--- config.mk ---
export PLATFORM = sky130hd
export DESIGN_NAME = adpll_lock_ctrl
export DESIGN_NICKNAME = d
export VERILOG_FILES = /design/src/rtl/adpll_lock_ctrl.sv
export SDC_FILE = /design/constraint.sdc
export NUM_CORES = 1
export LEC_CHECK = 0
export ABC_AREA = 0
export CAP_MARGIN = 0
export CORE_ASPECT_RATIO = 1.5
export CORE_MARGIN = 2
export CORE_UTILIZATION = 56
export CTS_BUF_LIST = sky130_fd_sc_hd__clkbuf_4
export DETAILED_ROUTE_END_ITERATION = 10
export HOLD_SLACK_MARGIN = 0.06
export PLACE_DENSITY = 0.79
export SLEW_MARGIN = 20
export SYNTH_ARGS = -nofsm -noshare
export SYNTH_HDL_FRONTEND = slang
export SYNTH_SLANG_ARGS = --single-unit
--- constraint.sdc ---
create_clock -name i_clk -period 5.1 [get_ports i_clk]
set_input_delay 1.02 -clock i_clk [delete_from_list [all_inputs] [get_ports i_clk]]
set_output_delay 1.02 -clock i_clk [all_outputs]
set_load 0.01 [all_outputs]
--- src/rtl/adpll_lock_ctrl.sv ---
`timescale 1ns/1ps
`default_nettype none
// adpll_lock_ctrl: per-reference-period phase-error measurement and the
// IDLE/RST/COARSE/FINE/LOCKED sequencer driving the adpll step and reset.
module adpll_lock_ctrl #(
  parameter int         CNT_W       = 12,
  parameter int         RST_CYC     = 16,
  parameter logic [7:0] STEP_COARSE = 8'h10,
  parameter logic [7:0] STEP_FINE   = 8'h02,
  parameter int         COARSE_TOL  = 16,
  parameter int         LOCK_TOL    = 2,
  parameter int         UNLOCK_TOL  = 8,
  parameter int         LOCK_CNT    = 8,
  parameter int         UNLOCK_CNT  = 4,
  parameter int         ACQ_TIMEOUT = 64,
  parameter int         RF_TIMEOUT  = 1024
) (
  input  logic             i_clk,
  input  logic             i_rst_n,
  input  logic             i_en,
  input  logic             i_rf,
  input  logic             i_gen,
  output logic [7:0]       o_step,
  output logic             o_adpll_rst,
  output logic             o_locked,
  output logic [2:0]       o_state,
  output logic [CNT_W-1:0] o_err,
  output logic             o_retry
);

  typedef enum logic [2:0] {
    ST_IDLE   = 3'd0,
    ST_RST    = 3'd1,
    ST_COARSE = 3'd2,
    ST_FINE   = 3'd3,
    ST_LOCKED = 3'd4
  } state_e;

  localparam int GW = $clog2(((LOCK_CNT > UNLOCK_CNT) ? LOCK_CNT : UNLOCK_CNT) + 1);
  localparam int AW = $clog2(ACQ_TIMEOUT + 1);
  localparam int RW = $clog2(RST_CYC + 1);

  localparam logic [CNT_W-1:0] CNT_MAX      = '1;
  localparam logic [CNT_W-1:0] C_COARSE_TOL = CNT_W'(COARSE_TOL);
  localparam logic [CNT_W-1:0] C_LOCK_TOL   = CNT_W'(LOCK_TOL);
  localparam logic [CNT_W-1:0] C_UNLOCK_TOL = CNT_W'(UNLOCK_TOL);
  localparam logic [CNT_W-1:0] C_RF_TO      = CNT_W'(RF_TIMEOUT);
  localparam logic [GW-1:0]    LOCK_LAST    = GW'(LOCK_CNT - 1);
  localparam logic [GW-1:0]    UNLOCK_LAST  = GW'(UNLOCK_CNT - 1);
  localparam logic [AW-1:0]    ACQ_LAST     = AW'(ACQ_TIMEOUT - 1);
  localparam logic [RW-1:0]    RST_LAST     = RW'(RST_CYC - 1);

  function automatic logic [CNT_W-1:0] sat_inc(input logic [CNT_W-1:0] v);
    return (v == CNT_MAX) ? v : v + 1'b1;
  endfunction

  state_e           state_q, state_d;
  logic [2:0]       rf_sync_q, gen_sync_q;
  logic [CNT_W-1:0] period_cnt_q, period_q, gen_age_q;
  logic [GW-1:0]    good_q, good_d, bad_q, bad_d;
  logic [AW-1:0]    acq_q, acq_d;
  logic [RW-1:0]    rst_cnt_q, rst_cnt_d;
  logic             rf_seen_q, rf_seen_d, vld_q;
  logic             retry_d;
  logic [7:0]       step_d;

  logic             rf_rise, gen_rise, active, eval, ref_lost;
  logic [CNT_W-1:0] age, err, tol;

  assign rf_rise  = rf_sync_q[1] & ~rf_sync_q[2];
  assign gen_rise = gen_sync_q[1] & ~gen_sync_q[2];
  assign active   = (state_q == ST_COARSE) || (state_q == ST_FINE) || (state_q == ST_LOCKED);
  assign eval     = rf_rise & vld_q & active;
  assign ref_lost = (period_cnt_q >= C_RF_TO);
  // Age is counted in clk cycles since the gen rise; a coincident gen rise means zero.
  assign age      = gen_rise ? '0 : sat_inc(gen_age_q);
  assign err      = (age <= (period_q >> 1)) ? age : period_q - age;
  assign tol      = (state_q == ST_COARSE) ? C_COARSE_TOL : C_LOCK_TOL;

  always_comb begin
    state_d   = state_q;
    retry_d   = 1'b0;
    good_d    = good_q;
    bad_d     = bad_q;
    acq_d     = acq_q;
    rst_cnt_d = '0;
    rf_seen_d = 1'b0;
    case (state_q)
      ST_IDLE: begin
        if (i_en) state_d = ST_RST;
      end
      ST_RST: begin
        rst_cnt_d = (rst_cnt_q == RST_LAST) ? rst_cnt_q : rst_cnt_q + 1'b1;
        rf_seen_d = rf_seen_q | rf_rise;
        if ((rst_cnt_q == RST_LAST) && rf_seen_q && !ref_lost) begin
          state_d = ST_COARSE;
          acq_d   = '0;
        end
      end
      ST_COARSE, ST_FINE: begin
        if (ref_lost) begin
          state_d = ST_RST;
          retry_d = 1'b1;
        end else if (eval) begin
          acq_d = acq_q + 1'b1;
          if (acq_q == ACQ_LAST) begin
            state_d = ST_RST;
            retry_d = 1'b1;
          end else if (err <= tol) begin
            good_d = good_q + 1'b1;
            if (good_q == LOCK_LAST)
              state_d = (state_q == ST_COARSE) ? ST_FINE : ST_LOCKED;
          end else begin
            good_d = '0;
          end
        end
      end
      ST_LOCKED: begin
        if (ref_lost) begin
          state_d = ST_RST;
          retry_d = 1'b1;
        end else if (eval) begin
          if (err > C_UNLOCK_TOL) begin
            bad_d = bad_q + 1'b1;
            if (bad_q == UNLOCK_LAST) begin
              state_d = ST_FINE;
              acq_d   = '0;
            end
          end else begin
            bad_d = '0;
          end
        end
      end
      default: state_d = ST_IDLE;
    endcase
    if (!i_en) begin
      state_d = ST_IDLE;
      retry_d = 1'b0;
    end
    if (state_d != state_q) begin
      good_d = '0;
      bad_d  = '0;
    end
  end

  always_comb begin
    step_d = 8'h00;
    case (state_d)
      ST_COARSE:         step_d = STEP_COARSE;
      ST_FINE, ST_LOCKED: step_d = STEP_FINE;
      default:           step_d = 8'h00;
    endcase
  end

  always_ff @(posedge i_clk or negedge i_rst_n) begin
    if (!i_rst_n) begin
      state_q      <= ST_IDLE;
      rf_sync_q    <= '0;
      gen_sync_q   <= '0;
      period_cnt_q <= '0;
      period_q     <= '0;
      gen_age_q    <= '0;
      good_q       <= '0;
      bad_q        <= '0;
      acq_q        <= '0;
      rst_cnt_q    <= '0;
      rf_seen_q    <= 1'b0;
      vld_q        <= 1'b0;
      o_step       <= 8'h00;
      o_adpll_rst  <= 1'b1;
      o_locked     <= 1'b0;
      o_state      <= 3'd0;
      o_err        <= '0;
      o_retry      <= 1'b0;
    end else begin
      state_q      <= state_d;
      rf_sync_q    <= {rf_sync_q[1:0], i_rf};
      gen_sync_q   <= {gen_sync_q[1:0], i_gen};
      period_cnt_q <= rf_rise ? '0 : sat_inc(period_cnt_q);
      if (rf_rise) period_q <= sat_inc(period_cnt_q);
      gen_age_q    <= gen_rise ? '0 : sat_inc(gen_age_q);
      good_q       <= good_d;
      bad_q        <= bad_d;
      acq_q        <= acq_d;
      rst_cnt_q    <= rst_cnt_d;
      rf_seen_q    <= rf_seen_d;
      // The first rf rise after leaving RST only primes the period measurement.
      vld_q        <= active & (vld_q | rf_rise);
      o_step       <= step_d;
      o_adpll_rst  <= (state_d == ST_IDLE) || (state_d == ST_RST);
      o_locked     <= (state_d == ST_LOCKED);
      o_state      <= state_d;
      if (eval) o_err <= err;
      o_retry      <= retry_d;
    end
  end

endmodule
`default_nettype wire

; ---- Word-level counts from Yosys, hierarchy flattened
; Cells that the tools add are included.
[classes]
addsub = 7
multipliers = 0
n_div = 0
magnitude_cmp = 4
eq_ne = 25
n_shift = 0
n_mux = 48
n_bitwise = 9
reduce_logical = 17
[ops]
columns = cell, n
row1 = $mux W12, 5
row2 = $mux W7, 7
row3 = $mux W4, 11
row4 = $mux W3, 12
row5 = $add A12 B1 Y12 const B, 2
row6 = $eq A12 B12 Y1 const B, 2
row7 = $pmux W7 S3, 1
row8 = $mux W5, 3
row9 = $eq A3 B2 Y1 const B, 4
row10 = $ge A12 B11 Y1 const B, 1
row11 = $gt A12 B4 Y1 const B, 1
row12 = $le A12 B11 Y1, 1
row13 = $le A12 B5 Y1, 1
row14 = $ne A2 B2 Y1 const B, 6
row15 = $pmux W3 S4, 1
row16 = $sub A12 B12 Y12, 1
row17 = $pmux W5 S2, 1
row18 = $add A4 B1 Y4 const B, 2
row19 = $ne A2 B1 Y1 const B, 4
row20 = $reduce_and A8 Y1, 1
row21 = $add A7 B1 Y7 const B, 1
row22 = $eq A7 B6 Y1 const B, 1
row23 = $eq A3 B1 Y1 const B, 2
row24 = $eq A3 B3 Y1 const B, 2
row25 = 19 further kinds, 37
[totals]
register_bits = 90
latch_bits = 0
mem_bits_rw = 0
rom_bits = 0
out_inout_bits = 26
memories = 0

; ---- Logic depth before layout (Yosys ltp)
[depth]
depth_word = 15
mapped_depth = 25
depth_no_buf = 24

; ---- Worst setup path before layout
; Ideal clock, no wire load.
[synth_path]
path_type = register to register
from = reg gen_age_q[3]
to = reg good_q[1]
setup_time_ns = 0.087
arrival_ns = 4.620
required_ns = 5.013
setup_slack_ns = 0.394
path_stages_with_launch = 19
path_buffers = 0
cell_sequence = dfrtp_1 -> nand4_2 -> or4_1 -> a31oi_2 -> ha_1 -> a2111oi_0 -> o21a_1 -> a21oi_1 -> nor2_1 -> mux2i_1 -> ha_1 -> nor2b_1 -> a31oi_1 -> or2_2 -> o221ai_1 -> a31oi_1 -> a211o_1 -> o311a_4 -> a211oi_2
[synth_via]
elab_chain_len = 15
word_cells_on_any_way = 30
[synth_rtl]
columns = element, line
row1 = from (decl), 59  ; logic [CNT_W-1:0] period_cnt_q, period_q, gen_age_q;
row2 = from (signal assigned), 181  ; gen_age_q <= gen_rise ? '0 : sat_inc(gen_age_q);
row3 = $add A12 B1 Y12 or $eq A12 B12 Y1 (tied branches), 54  ; return (v == CNT_MAX) ? v : v + 1'b1;
row4 = $mux W12 * (2 in series), --
row5 = net age[9], 68  ; logic [CNT_W-1:0] age, err, tol;
row6 = $sub A12 B12 Y12 or $le A12 B11 Y1 (tied branches), 77  ; assign err = (age <= (period_q >> 1)) ? age : period_q - age;
row7 = $mux W12 *, 77
row8 = $le A12 B5 Y1, 109  ; end else if (err <= tol) begin
row9 = $mux W3, 109
row10 = $mux W3, 106  ; if (acq_q == ACQ_LAST) begin
row11 = $mux W3, 104  ; end else if (eval) begin
row12 = $mux W3, 101  ; if (ref_lost) begin
row13 = $pmux W3 S4, 88  ; case (state_q)
row14 = $mux W3, 136  ; if (!i_en) begin
row15 = $ne A3 B3 Y1, 140  ; if (state_d != state_q) begin
row16 = $ne A2 B1 Y1 (no source line) or $reduce_bool A2 Y1 (tied branches), --
row17 = $reduce_and A4 Y1 (no source line), --
row18 = to (signal assigned), 182  ; good_q <= good_d;
row19 = to (decl), 60  ; logic [GW-1:0] good_q, good_d, bad_q, bad_d;
; Mark *: on every way through the listed nets, which the timed path passes. The rest lies on a longest branch. The select of a mux whose other input is x is not followed.
; A chain may end at the register's enable or synchronous reset.

; ---- Worst setup path after layout
[layout_path]
from = reg gen_age_q[1]
to = reg good_q[1]
; The elaborated chain is that of the path after synthesis.

==> key figures <==
Floorplan
  • I/O pin total: 31
  • Full die area: 10500 µm²
  • Die W: 84.32 µm
  • Die H: 124.5 µm
  • Core area: 9524 µm²
  • Initial Util: between 50% and 60%
  • Row cnt: 44

Clocking
  • H-tree Lvls: 3
  • Clock transition at the registers of the reported paths: 0.13 ns
  • Clk sink count: 84
  • TritonCTS clock tree: yes
  • Root Driver: clkbuf_4
  • Clock Tree Buf Depth: 2
  • Skew-Pair Late Insertion Delay: around 0.46 ns
  • # hold bufs at CTS: 0
  • Num CTS Buffers: 9

Placement
  • Port buffer count: 24
  • DP Area: 5756 µm²
  • Inst Count DP: 730
  • GP Congestion: around 0.90
  • Post-DP HPWL: 9964 µm

Power
  • VDD IR-drop max: 0.3206 mV
  • Pwr Density: 431.4 nW/µm²
  • Pleak: approximately 2.7 nW
  • Total power draw: 0.002616 W

Drt
  • DR WL/cell: 17.51 µm
  • Initial DRT Pass Iterations: 6
  • DRT iter0 DRCs: 347
  • Post-DRT Antenna Nets: 0
  • Mean number of vias per cell: 6.167
  • Via count: 4650
  • Remaining DRCs: 0
  • WL final: 13200 µm

GRT
  • GRT overflow: 0
  • Vias in the first global route: 4563
  • Initial antenna violation count: 0
  • First-pass GRT wire length: between 20000 and 25000 µm
  • Largest net degree at the start of global routing: 85
  • GRT Resource Usage Total: between 20% and 30%

Critical path
  • Crit path buf inv count: 0
  • Worst EP required: 5.47 ns
  • CP most frequent cell: nand4_1
  • CP Cell Sequence: nand4_1 -> or4_4 -> a31oi_4 -> ha_4 -> a2111oi_2 -> o21a_1 -> a21oi_1 -> nor2_1 -> mux2i_1 -> ha_1 -> a31o_1 -> nand4_1 -> o221ai_4 -> a41o_2 -> a211o_1 -> o311a_4 -> a211oi_2
  • Worst Setup Path Type: reg -> reg
  • Slowest cell on crit path: or4_4
  • Critical Path End Type: register
  • Arrival time at the worst endpoint: 5.30 ns
  • Max FO, Critical Path: 8
  • Top Family by Delay on Critical Path: compound AO/OA/AOI/OAI gates
  • Max incr delay on CP: 0.48 ns
  • CP startpoint kind: register

Finish
  • Antenna fix cells: 0
  • Finished Layout Cells: 754
  • Nets: 671
  • Area Overhead vs Synth: 11.89%
  • Commonest non-fill, non-tap cells in the layout: 78 x dfrtp_1, 58 x nand2_1, 52 x nor2_1
  • Layout cells sized above 1: roughly 16%
  • Commonest non-fill, non-tap cell in the layout: dfrtp_1
  • Post-layout instance area: 6063 µm²

Flow run
  • Max Cap Viol: 0

Logic synthesis
  • Sequential-to-total area share from yosys stat: roughly 39%
  • Syn Std Cell Area: 5419 µm²
  • Share of flip-flops with an asynchronous set or reset: 100.0%
  • Synthesized area per cell: 8.972 µm²
  • Synth warn: 0
  • Post-synth EDFFs: 0
  • Primary FF master, synth: dfrtp_1
  • Cells after Synth: slightly above 600
  • Netlist cell types: 78
  • #FFs+latches synth: 84

STA
  • Crit path time final: roughly 4.9 ns
  • Slew Limit Fails: 0
  • Final Hold Slack: about 0.37 ns
  • Max Freq: 0.2031 GHz
  • Setup-failing EPs final: 0
  • Worst Skew: 0.01457 ns
  • Tightest Pin Transition: 0.7707 ns
  • Relative slew slack: 48.62%
  • Fin crit share: 96.55%
  • Final hold violation count: 0

Outcome
  • Status: complete, no violations

Hold path
  • Hold WC Path Type: reg -> reg
[synth_stat cells, types with 3 or more instances]
library cell	count	area, µm²
or3_1	7	43.79
nor2b_1	10	62.56
dfrtp_1	83	2077
nor3_2	8	80.08
and2_1	8	50.05
o21ai_0	47	235.2
mux2i_1	6	60.06
o31ai_1	5	37.54
nor3b_1	3	22.52
and4_1	3	26.28
or4_1	3	22.52
a31oi_1	10	62.56
inv_1	29	108.9
and3_1	13	81.33
a21oi_1	34	170.2
o211ai_1	7	52.55
a21boi_0	3	22.52
nand4_1	12	75.07
o21a_1	3	22.52
nor2_1	53	198.9
nand2_1	58	217.7
buf_2	3	15.01
a211oi_1	8	60.06
nor3_1	12	60.06
nand3_1	19	95.09
xnor2_1	8	70.07
nand3b_1	3	22.52
or2_2	5	31.28
xor2_1	13	113.9
ha_1	31	387.9
a31o_2	4	35.03
o22ai_1	3	18.77
buf_4	7	52.55
a21o_1	12	90.09
a22oi_1	3	22.52
clkbuf_1	18	67.56
[power breakdown]
part	total [W]	internal (W)	switching (W)
Sequential	0.000757	0.000707	0.0000499
Clock	0.000331	0.0000973	0.000233
Combinational	0.00153	0.000623	0.000905
[worst register-to-register path, cell delays in order, from the launching register on]
cell and delay [ns]:
dfrtp_1 0.46, nand4_1 0.20, or4_4 0.48, a31oi_4 0.24, ha_4 0.25, a2111oi_2 0.39
o21a_1 0.24, a21oi_1 0.13, nor2_1 0.19, mux2i_1 0.27, ha_1 0.28, a31o_1 0.22
nand4_1 0.14, o221ai_4 0.13, a41o_2 0.30, a211o_1 0.30, o311a_4 0.43, a211oi_2 0.21
[per-layer routing]
metal | routed length (µm) | share of wire, % | global-route usage [%] | vias up
li1 | - | - | - | 2244
met1 | 5009 | 38 | 28.80 | 2228
met2 | 7134 | 54 | 46.83 | 129
met3 | 432 | 3.3 | 3.645 | 49
met4 | 623 | 4.7 | 12.90 | 0
met5 | 0 | 0 | 0 | -
[state kept, by name, indices dropped and copies added, names as in the netlist]
name          flops
vld_q             1
rst_cnt_q         5
o_step            2
o_retry           1
o_adpll_rst       1
period_q         12
o_locked          1
rf_sync_q         3
rf_seen_q         1
good_q            4
period_cnt_q     12
gen_age_q        12
o_err            12
acq_q             7
bad_q             4
state_q           3
gen_sync_q        3
[worst paths after layout]
kind / from / endpoint / slack [ns] / cells past startpoint
min in group asynchronous: i_rst_n / rf_sync_q[1]$_DFF_PN0_ / 0.57 / 1
min reg2reg: gen_sync_q[0]$_DFF_PN0_ / gen_sync_q[1]$_DFF_PN0_ / 0.37 / 0
max in group asynchronous: i_rst_n / gen_age_q[7]$_DFF_PN0_ / 3.94 / 1
max reg2reg: gen_age_q[1]$_DFF_PN0_ / good_q[1]$_DFFE_PN0P_ / 0.18 / 17
min: gen_sync_q[0]$_DFF_PN0_ / gen_sync_q[1]$_DFF_PN0_ / 0.37 / 0
max: gen_age_q[1]$_DFF_PN0_ / good_q[1]$_DFFE_PN0P_ / 0.18 / 17
[timing repair]
item | CTS | global route
gates resized for setup | 2 | 28
pin swaps | 1 | 8
endpoints found under the setup margin | 10 | 14
buffers inserted | 2 | 6
[final cells by class]
class | count | area (µm²)
timing repair buffer | 43 | 384.1
inverter | 31 | 118.9
clock buffer | 9 | 67.56
sequential | 84 | 2110
multi-input combinational | 465 | 3196
fill | 826 | 3461
tap | 115 | 143.9
clock inverter | 7 | 43.79
[kinds of logic after synthesis]
group                      synth area share, %
AOI/OAI and AO/OA                        21.70
xor gates and xnor gates                 3.394
adders and majority gates                7.527
buffers and inverters                    4.895
DFF                                      38.81
muxes                                    1.524
other                                  0.06920
and+or+nand+nor                          22.07
[through the flow]
stage	util [%]	setup TNS (ns)	setup WS, ns
floorplan	-	0	0.3936
global placement	60.43	0	0.05165
detailed placement	60.43	-0.2092	-0.04642
CTS	61.81	0	0.05989
global route	63.66	-0.4875	-0.1045
finish	63.66	0	0.1757
Power figures use the tool's default switching activity.
